### src/rtl/rv_seq_ctrl.sv
// rtl/rv_seq_ctrl.sv - multi-cycle RV64 instruction sequencer; optional perf counters under SEQ_PERF_CNT_EN
module rv_seq_ctrl #(
  parameter int MEM_TIMEOUT = 15,
  parameter int CNT_W       = 32
) (
  input  logic             clk,
  input  logic             rst,
  input  logic             start,
  input  logic             halt_req,
  input  logic [6:0]       opcode,
  input  logic             branch_taken,
  output logic             imem_req,
  input  logic             imem_ack,
  output logic             ir_we,
  output logic             dmem_req,
  output logic             dmem_we,
  input  logic             dmem_ack,
  output logic             rf_we,
  output logic             wb_sel,
  output logic             pc_we,
  output logic             pc_sel,
  output logic             retired,
  output logic             busy,
  output logic             fault,
  output logic [CNT_W-1:0] cyc_cnt,
  output logic [CNT_W-1:0] inst_cnt
);

  localparam int WAIT_W = (MEM_TIMEOUT > 0) ? $clog2(MEM_TIMEOUT + 1) : 1;

  typedef enum logic [2:0] {
    S_IDLE, S_FETCH, S_DECODE, S_EXEC, S_MEM, S_WB, S_FAULT
  } state_t;

  typedef enum logic [1:0] {
    C_ALU, C_LOAD, C_STORE, C_BRANCH
  } cls_t;

  state_t              state_q, state_d;
  cls_t                cls_q, cls_d;
  logic                halt_q, halt_d;
  logic [WAIT_W-1:0]   wait_q, wait_d;
  logic                timeout_hit;
  logic                halt_now;

  // The request that has waited MEM_TIMEOUT cycles without an ack gives up on this edge.
  assign timeout_hit = (MEM_TIMEOUT != 0) && (wait_q == WAIT_W'(MEM_TIMEOUT - 1));
  assign halt_now    = halt_q | halt_req;
  assign busy        = (state_q != S_IDLE) && (state_q != S_FAULT);
  assign fault       = (state_q == S_FAULT);

  // State, instruction class, pending halt and memory wait counter registers.
  always_ff @(posedge clk or posedge rst) begin
    if (rst) begin
      state_q <= S_IDLE;
      cls_q   <= C_ALU;
      halt_q  <= 1'b0;
      wait_q  <= '0;
    end else begin
      state_q <= state_d;
      cls_q   <= cls_d;
      halt_q  <= halt_d;
      wait_q  <= wait_d;
    end
  end

  // Next-state and strobes; the wait counter defaults to zero so it is clear on every FETCH/MEM entry.
  always_comb begin
    state_d  = state_q;
    cls_d    = cls_q;
    halt_d   = busy ? halt_now : halt_q;
    wait_d   = '0;
    imem_req = 1'b0;
    ir_we    = 1'b0;
    dmem_req = 1'b0;
    dmem_we  = 1'b0;
    rf_we    = 1'b0;
    wb_sel   = 1'b0;
    pc_we    = 1'b0;
    pc_sel   = 1'b0;
    retired  = 1'b0;
    unique case (state_q)
      S_IDLE: begin
        halt_d = 1'b0;
        if (start) begin
          state_d = S_FETCH;
          halt_d  = halt_req;
        end
      end
      S_FETCH: begin
        imem_req = 1'b1;
        if (imem_ack) begin
          ir_we   = 1'b1;
          state_d = S_DECODE;
        end else if (timeout_hit) begin
          state_d = S_FAULT;
        end else begin
          wait_d = wait_q + WAIT_W'(1);
        end
      end
      S_DECODE: begin
        state_d = S_EXEC;
        case (opcode)
          7'b0110011, 7'b0010011: cls_d = C_ALU;
          7'b0000011:             cls_d = C_LOAD;
          7'b0100011:             cls_d = C_STORE;
          7'b1100011:             cls_d = C_BRANCH;
          default:                state_d = S_FAULT;
        endcase
      end
      S_EXEC: begin
        unique case (cls_q)
          C_ALU:            state_d = S_WB;
          C_LOAD, C_STORE:  state_d = S_MEM;
          C_BRANCH: begin
            pc_we   = 1'b1;
            pc_sel  = branch_taken;
            retired = 1'b1;
            state_d = halt_now ? S_IDLE : S_FETCH;
            if (halt_now) halt_d = 1'b0;
          end
          default: ;
        endcase
      end
      S_MEM: begin
        dmem_req = 1'b1;
        dmem_we  = (cls_q == C_STORE);
        if (dmem_ack) begin
          if (cls_q == C_STORE) begin
            pc_we   = 1'b1;
            retired = 1'b1;
            state_d = halt_now ? S_IDLE : S_FETCH;
            if (halt_now) halt_d = 1'b0;
          end else begin
            state_d = S_WB;
          end
        end else if (timeout_hit) begin
          state_d = S_FAULT;
        end else begin
          wait_d = wait_q + WAIT_W'(1);
        end
      end
      S_WB: begin
        rf_we   = 1'b1;
        wb_sel  = (cls_q == C_LOAD);
        pc_we   = 1'b1;
        retired = 1'b1;
        state_d = halt_now ? S_IDLE : S_FETCH;
        if (halt_now) halt_d = 1'b0;
      end
      S_FAULT: ;
      default: state_d = S_FAULT;
    endcase
  end

`ifdef SEQ_PERF_CNT_EN
  logic [CNT_W-1:0] cyc_q, inst_q;

  // Busy-cycle and retired-instruction counters, wrapping, cleared only by reset.
  always_ff @(posedge clk or posedge rst) begin
    if (rst) begin
      cyc_q  <= '0;
      inst_q <= '0;
    end else begin
      if (busy)    cyc_q  <= cyc_q + CNT_W'(1);
      if (retired) inst_q <= inst_q + CNT_W'(1);
    end
  end

  assign cyc_cnt  = cyc_q;
  assign inst_cnt = inst_q;
`else
  assign cyc_cnt  = '0;
  assign inst_cnt = '0;
`endif

endmodule

### config.mk
export PLATFORM = sky130hd
export DESIGN_NAME = rv_seq_ctrl
export DESIGN_NICKNAME = d
export VERILOG_FILES = /design/src/rtl/rv_seq_ctrl.sv
export SDC_FILE = /design/constraint.sdc
export NUM_CORES = 1
export LEC_CHECK = 0
export CORE_MARGIN = 3
export CORE_UTILIZATION = 35
export CTS_CLUSTER_SIZE = 10
export DETAILED_ROUTE_END_ITERATION = 10
export MAX_ROUTING_LAYER = met4
export PLACE_DENSITY = 0.81
export SLEW_MARGIN = 20
export SYNTH_ARGS = -nofsm -noshare
export SYNTH_HDL_FRONTEND = slang
export SYNTH_SLANG_ARGS = --single-unit
### constraint.sdc
create_clock -name clk -period 2.1 [get_ports clk]
set_input_delay 0.42 -clock clk [delete_from_list [all_inputs] [get_ports clk]]
set_output_delay 0.42 -clock clk [all_outputs]
set_load 0.05 [all_outputs]
==> impl_metrics.yaml <==
setup_path:
  endpoint_kind: "output pin"
  critical_path_arrival_ns: 1.52
  critical_path.startpoint_type: "flip-flop"
  critPathKind: "flip-flop to output pin"
  cp_slowest_stage_delay_ns: 0.41
  cpLargestDelayFamily: "flip-flops"
  cp_data_required_time_ns: 1.68
  cp_max_fo: 4
  critical_path.cell_chain: "ha_1 > nand2_1 > o21ai_1 > a32o_2 > buf_12"
  cp_num_buf_inv: 1
  cp_slowest_cell: "sky130_fd_sc_hd__dfrtp_1"
placement:
  place_ws_ns: 0.09777
  placement.io_buffers: 24
  hpwl_after_dpl_microns: 1918
  gp_congestion: 0.8194
timing:
  final_period_minus_worst_setup_slack_ns: 1.941
  timing.final.ws_setup_ns: 0.1593
  timing.final.setup_violations: 0
  hold_viol: 0
  final_max_slew_viol_count: 0
  max_clock_freq_mhz: 515.3
  setup-tns-final_ns: 0
  grt_setup_unrepaired: "false"
  layout_skew_ns: 0.003027
  timing.final.crit_share: 0.9241
job:
  drv.max_cap_violation_count: 0
layout:
  most_common_cell_after_layout_fill_and_taps_aside: "sky130_fd_sc_hd__conb_1"
  post_route_cells_drive_above_1_share: 0.1064
  final_core_util: 0.4297
  multi_input_area_sq_um: 730.7
  antenna_cells_inserted: 0
  most_frequent_cells_in_the_layout: "sky130_fd_sc_hd__conb_1 (64), sky130_fd_sc_hd__nor2_1 (13), sky130_fd_sc_hd__clkdlybuf4s50_1 (13), sky130_fd_sc_hd__buf_12 (11), sky130_fd_sc_hd__dfrtp_1 (10)"
  filler_cell_count: 361
  layout-area-overhead-vs-synth_pct: 15.57
  design.final.nets: 209
  area.sequential_sq_um: 250.2
synth:
  synth_area_sq_mm: 0.001270
  muxShareOfSynthArea: 0
  yosys.area.top_type: "sky130_fd_sc_hd__buf_4"
  dominant_combinational_cell_family_by_area_after_synthesis: "buffers and inverters"
  synth-edff-count: 0
  synth.avg_cell_area_sq_um: 7.791
  synthSimpleGateAreaFrac: 0.1685
  netlist-cell-type-count: 36
  synth-async-reset-ratio: 1.000
  yosys_warnings: 0
  yosys-top-cells-area: "sky130_fd_sc_hd__buf_4 (38%), sky130_fd_sc_hd__dfrtp_1 (20%), sky130_fd_sc_hd__ha_1 (4.9%), sky130_fd_sc_hd__nor2_1 (4.1%), sky130_fd_sc_hd__o21ai_0 (2.4%)"
  synthAdderAreaFrac: 0.04926
  synth_sequential_area_ratio: 0.1970
  mapped_cells: 163
  synth-seq-cells: 10
  synth-main-ff-cell: "sky130_fd_sc_hd__dfrtp_1"
  post_synth_xor_area_fraction: 0.01379
  synth_top_area_frac: 0.3842
  fraction_of_the_mapped_netlist_area_in_compound_gates: 0.1517
global_routing:
  total_routing_usage_reported_by_global_routing: 0.1001
  antenna_violations_before_repair: 0
  grt_max_degree: 23
  first_global_vias: 759
  grt_overflow: 0
  grt_pass1_wl_microns: 3325
die:
  die_height_microns: 66.24
  floorplan.die_area_sq_mm: 0.004387
  row_count: 21
  design.core.area_sq_mm: 0.003416
  ios: 89
  initial_core_util: 0.3718
  chipWidth_microns: 66.24
power_and_ir_drop:
  worst_vdd_ir_mv: 0.2631
  total_power_mw: 0.6245
  sequentialPowerShare: 0.316
  portion_of_total_power_attributed_to_the_clock_network: 0.207
  power.density_mw_per_mm2: 425.5
  power.leakage_nw: 0.7229
  power.switching_fraction: 0.5348
  power.combinational.fraction: 0.477
  switchingPower_mw: 0.3340
  p_int_mw: 0.2905
clock_tree:
  clock_tree.root_cell: "sky130_fd_sc_hd__clkbuf_4"
  clock_latency_ns: 0.27
  hold_bufs_inserted_after_cts: 0
  htreeDepth: 1
  cts_repair_resize_count: 0
  cts_made_buffers: 3
  postCtsSetupRepairBufs: 0
  cts_tree: "yes"
  clock_sink_total: 10
  clock_slew_at_reported_path_ffs_ns: 0.06
  cts_max_path_buffers: 2
route:
  drc_errors_left: 0
  detailed_route_iter0_violations: 51
  avgRoutedWirePerCell_microns: 9.534
  final_antenna_net_count: 0
  routed_wirelength_microns: 2231
  detailed_route_vias_per_instance: 4.167
  dr_total_vias: 975
  pre_antenna_drt_iters: 4
status:
  status: "complete, no violations"
min_path:
  holdCritPathClass: "input port to asynchronous set/reset pin"
## worst paths after layout
check	startpoint	endpoint	slack (ns)	cells past startpoint
max in group asynchronous	rst	wait_q[0]	1.41	2
min reg2reg	wait_q[0]	wait_q[0]	0.52	1
min in group clk	wait_q[0]	wait_q[0]	0.52	1
max	cls_q[0]	pc_we	0.16	5
max reg2reg	state_q[0]	cls_q[0]	0.36	4
min	rst	state_q[2]	0.42	2
## worst register-to-register path, cell delays in order (launching register included)
cell and delay, ns:
sky130_fd_sc_hd__dfrtp_1 0.37, sky130_fd_sc_hd__or3b_1 0.38, sky130_fd_sc_hd__or4_1 0.42, sky130_fd_sc_hd__or2_0 0.24, sky130_fd_sc_hd__a22o_1 0.23
## cells by family after synthesis
logic type	count (synthesis)
fa+ha+maj	5
buf+inv	76
compound gates	28
flops	10
xor+xnor	2
other cells	1
simple gates	41
## Yosys cell counts, types with 3 or more instances
master and count:
sky130_fd_sc_hd__buf_4 65, sky130_fd_sc_hd__nor2_1 14, sky130_fd_sc_hd__dfrtp_1 10, sky130_fd_sc_hd__inv_1 7, sky130_fd_sc_hd__o21ai_0 6, sky130_fd_sc_hd__a21oi_1 5, sky130_fd_sc_hd__ha_1 5, sky130_fd_sc_hd__nand2_1 5
sky130_fd_sc_hd__and3_1 4, sky130_fd_sc_hd__clkbuf_1 4, sky130_fd_sc_hd__and2_1 3, sky130_fd_sc_hd__or3_1 3
## power groups by stage
stage,Sequential (mW),Combinational (mW),Clock [mW]
detailed placement,0.201,0.295,0
CTS,0.198,0.295,0.136
finish,0.198,0.298,0.129
global placement,0.201,0.294,0
floorplan,0.200,0.357,0
global route,0.198,0.311,0.143
## area by class of cell
class	instances	share of cell area
repair buffers	28	0.2592
clock buffers	3	0.01535
multi-input cells	140	0.4979
inverters	7	0.01790
flip-flops and latches	10	0.1705
well taps	46	0.03922
## flip-flops by register name, indices dropped and copies added (netlist names)
name / cells
state_q: 3
halt_q: 1
cls_q: 2
wait_q: 4
## per-stage QoR
| stage | instances | cell area, sq um | hold slack, ns |
|---|---|---|---|
| floorplan | 226 | 1510 | 0.2602 |
| global placement | 231 | 1445 | 0.4954 |
| detailed placement | 231 | 1445 | 0.5129 |
| CTS | 234 | 1468 | 0.4330 |
| global route | 234 | 1468 | 0.4560 |
| finish | 234 | 1468 | 0.4207 |
## layer usage
metal  vias up  global-route usage  wire [microns]
met1       438              0.1198             935
met3         5             0.02381             248
met5         -                   -               0
met4         0             0.05330              48
met2        64              0.1549             998
li1        468                   -               -
(Power assumes the default switching activity.)
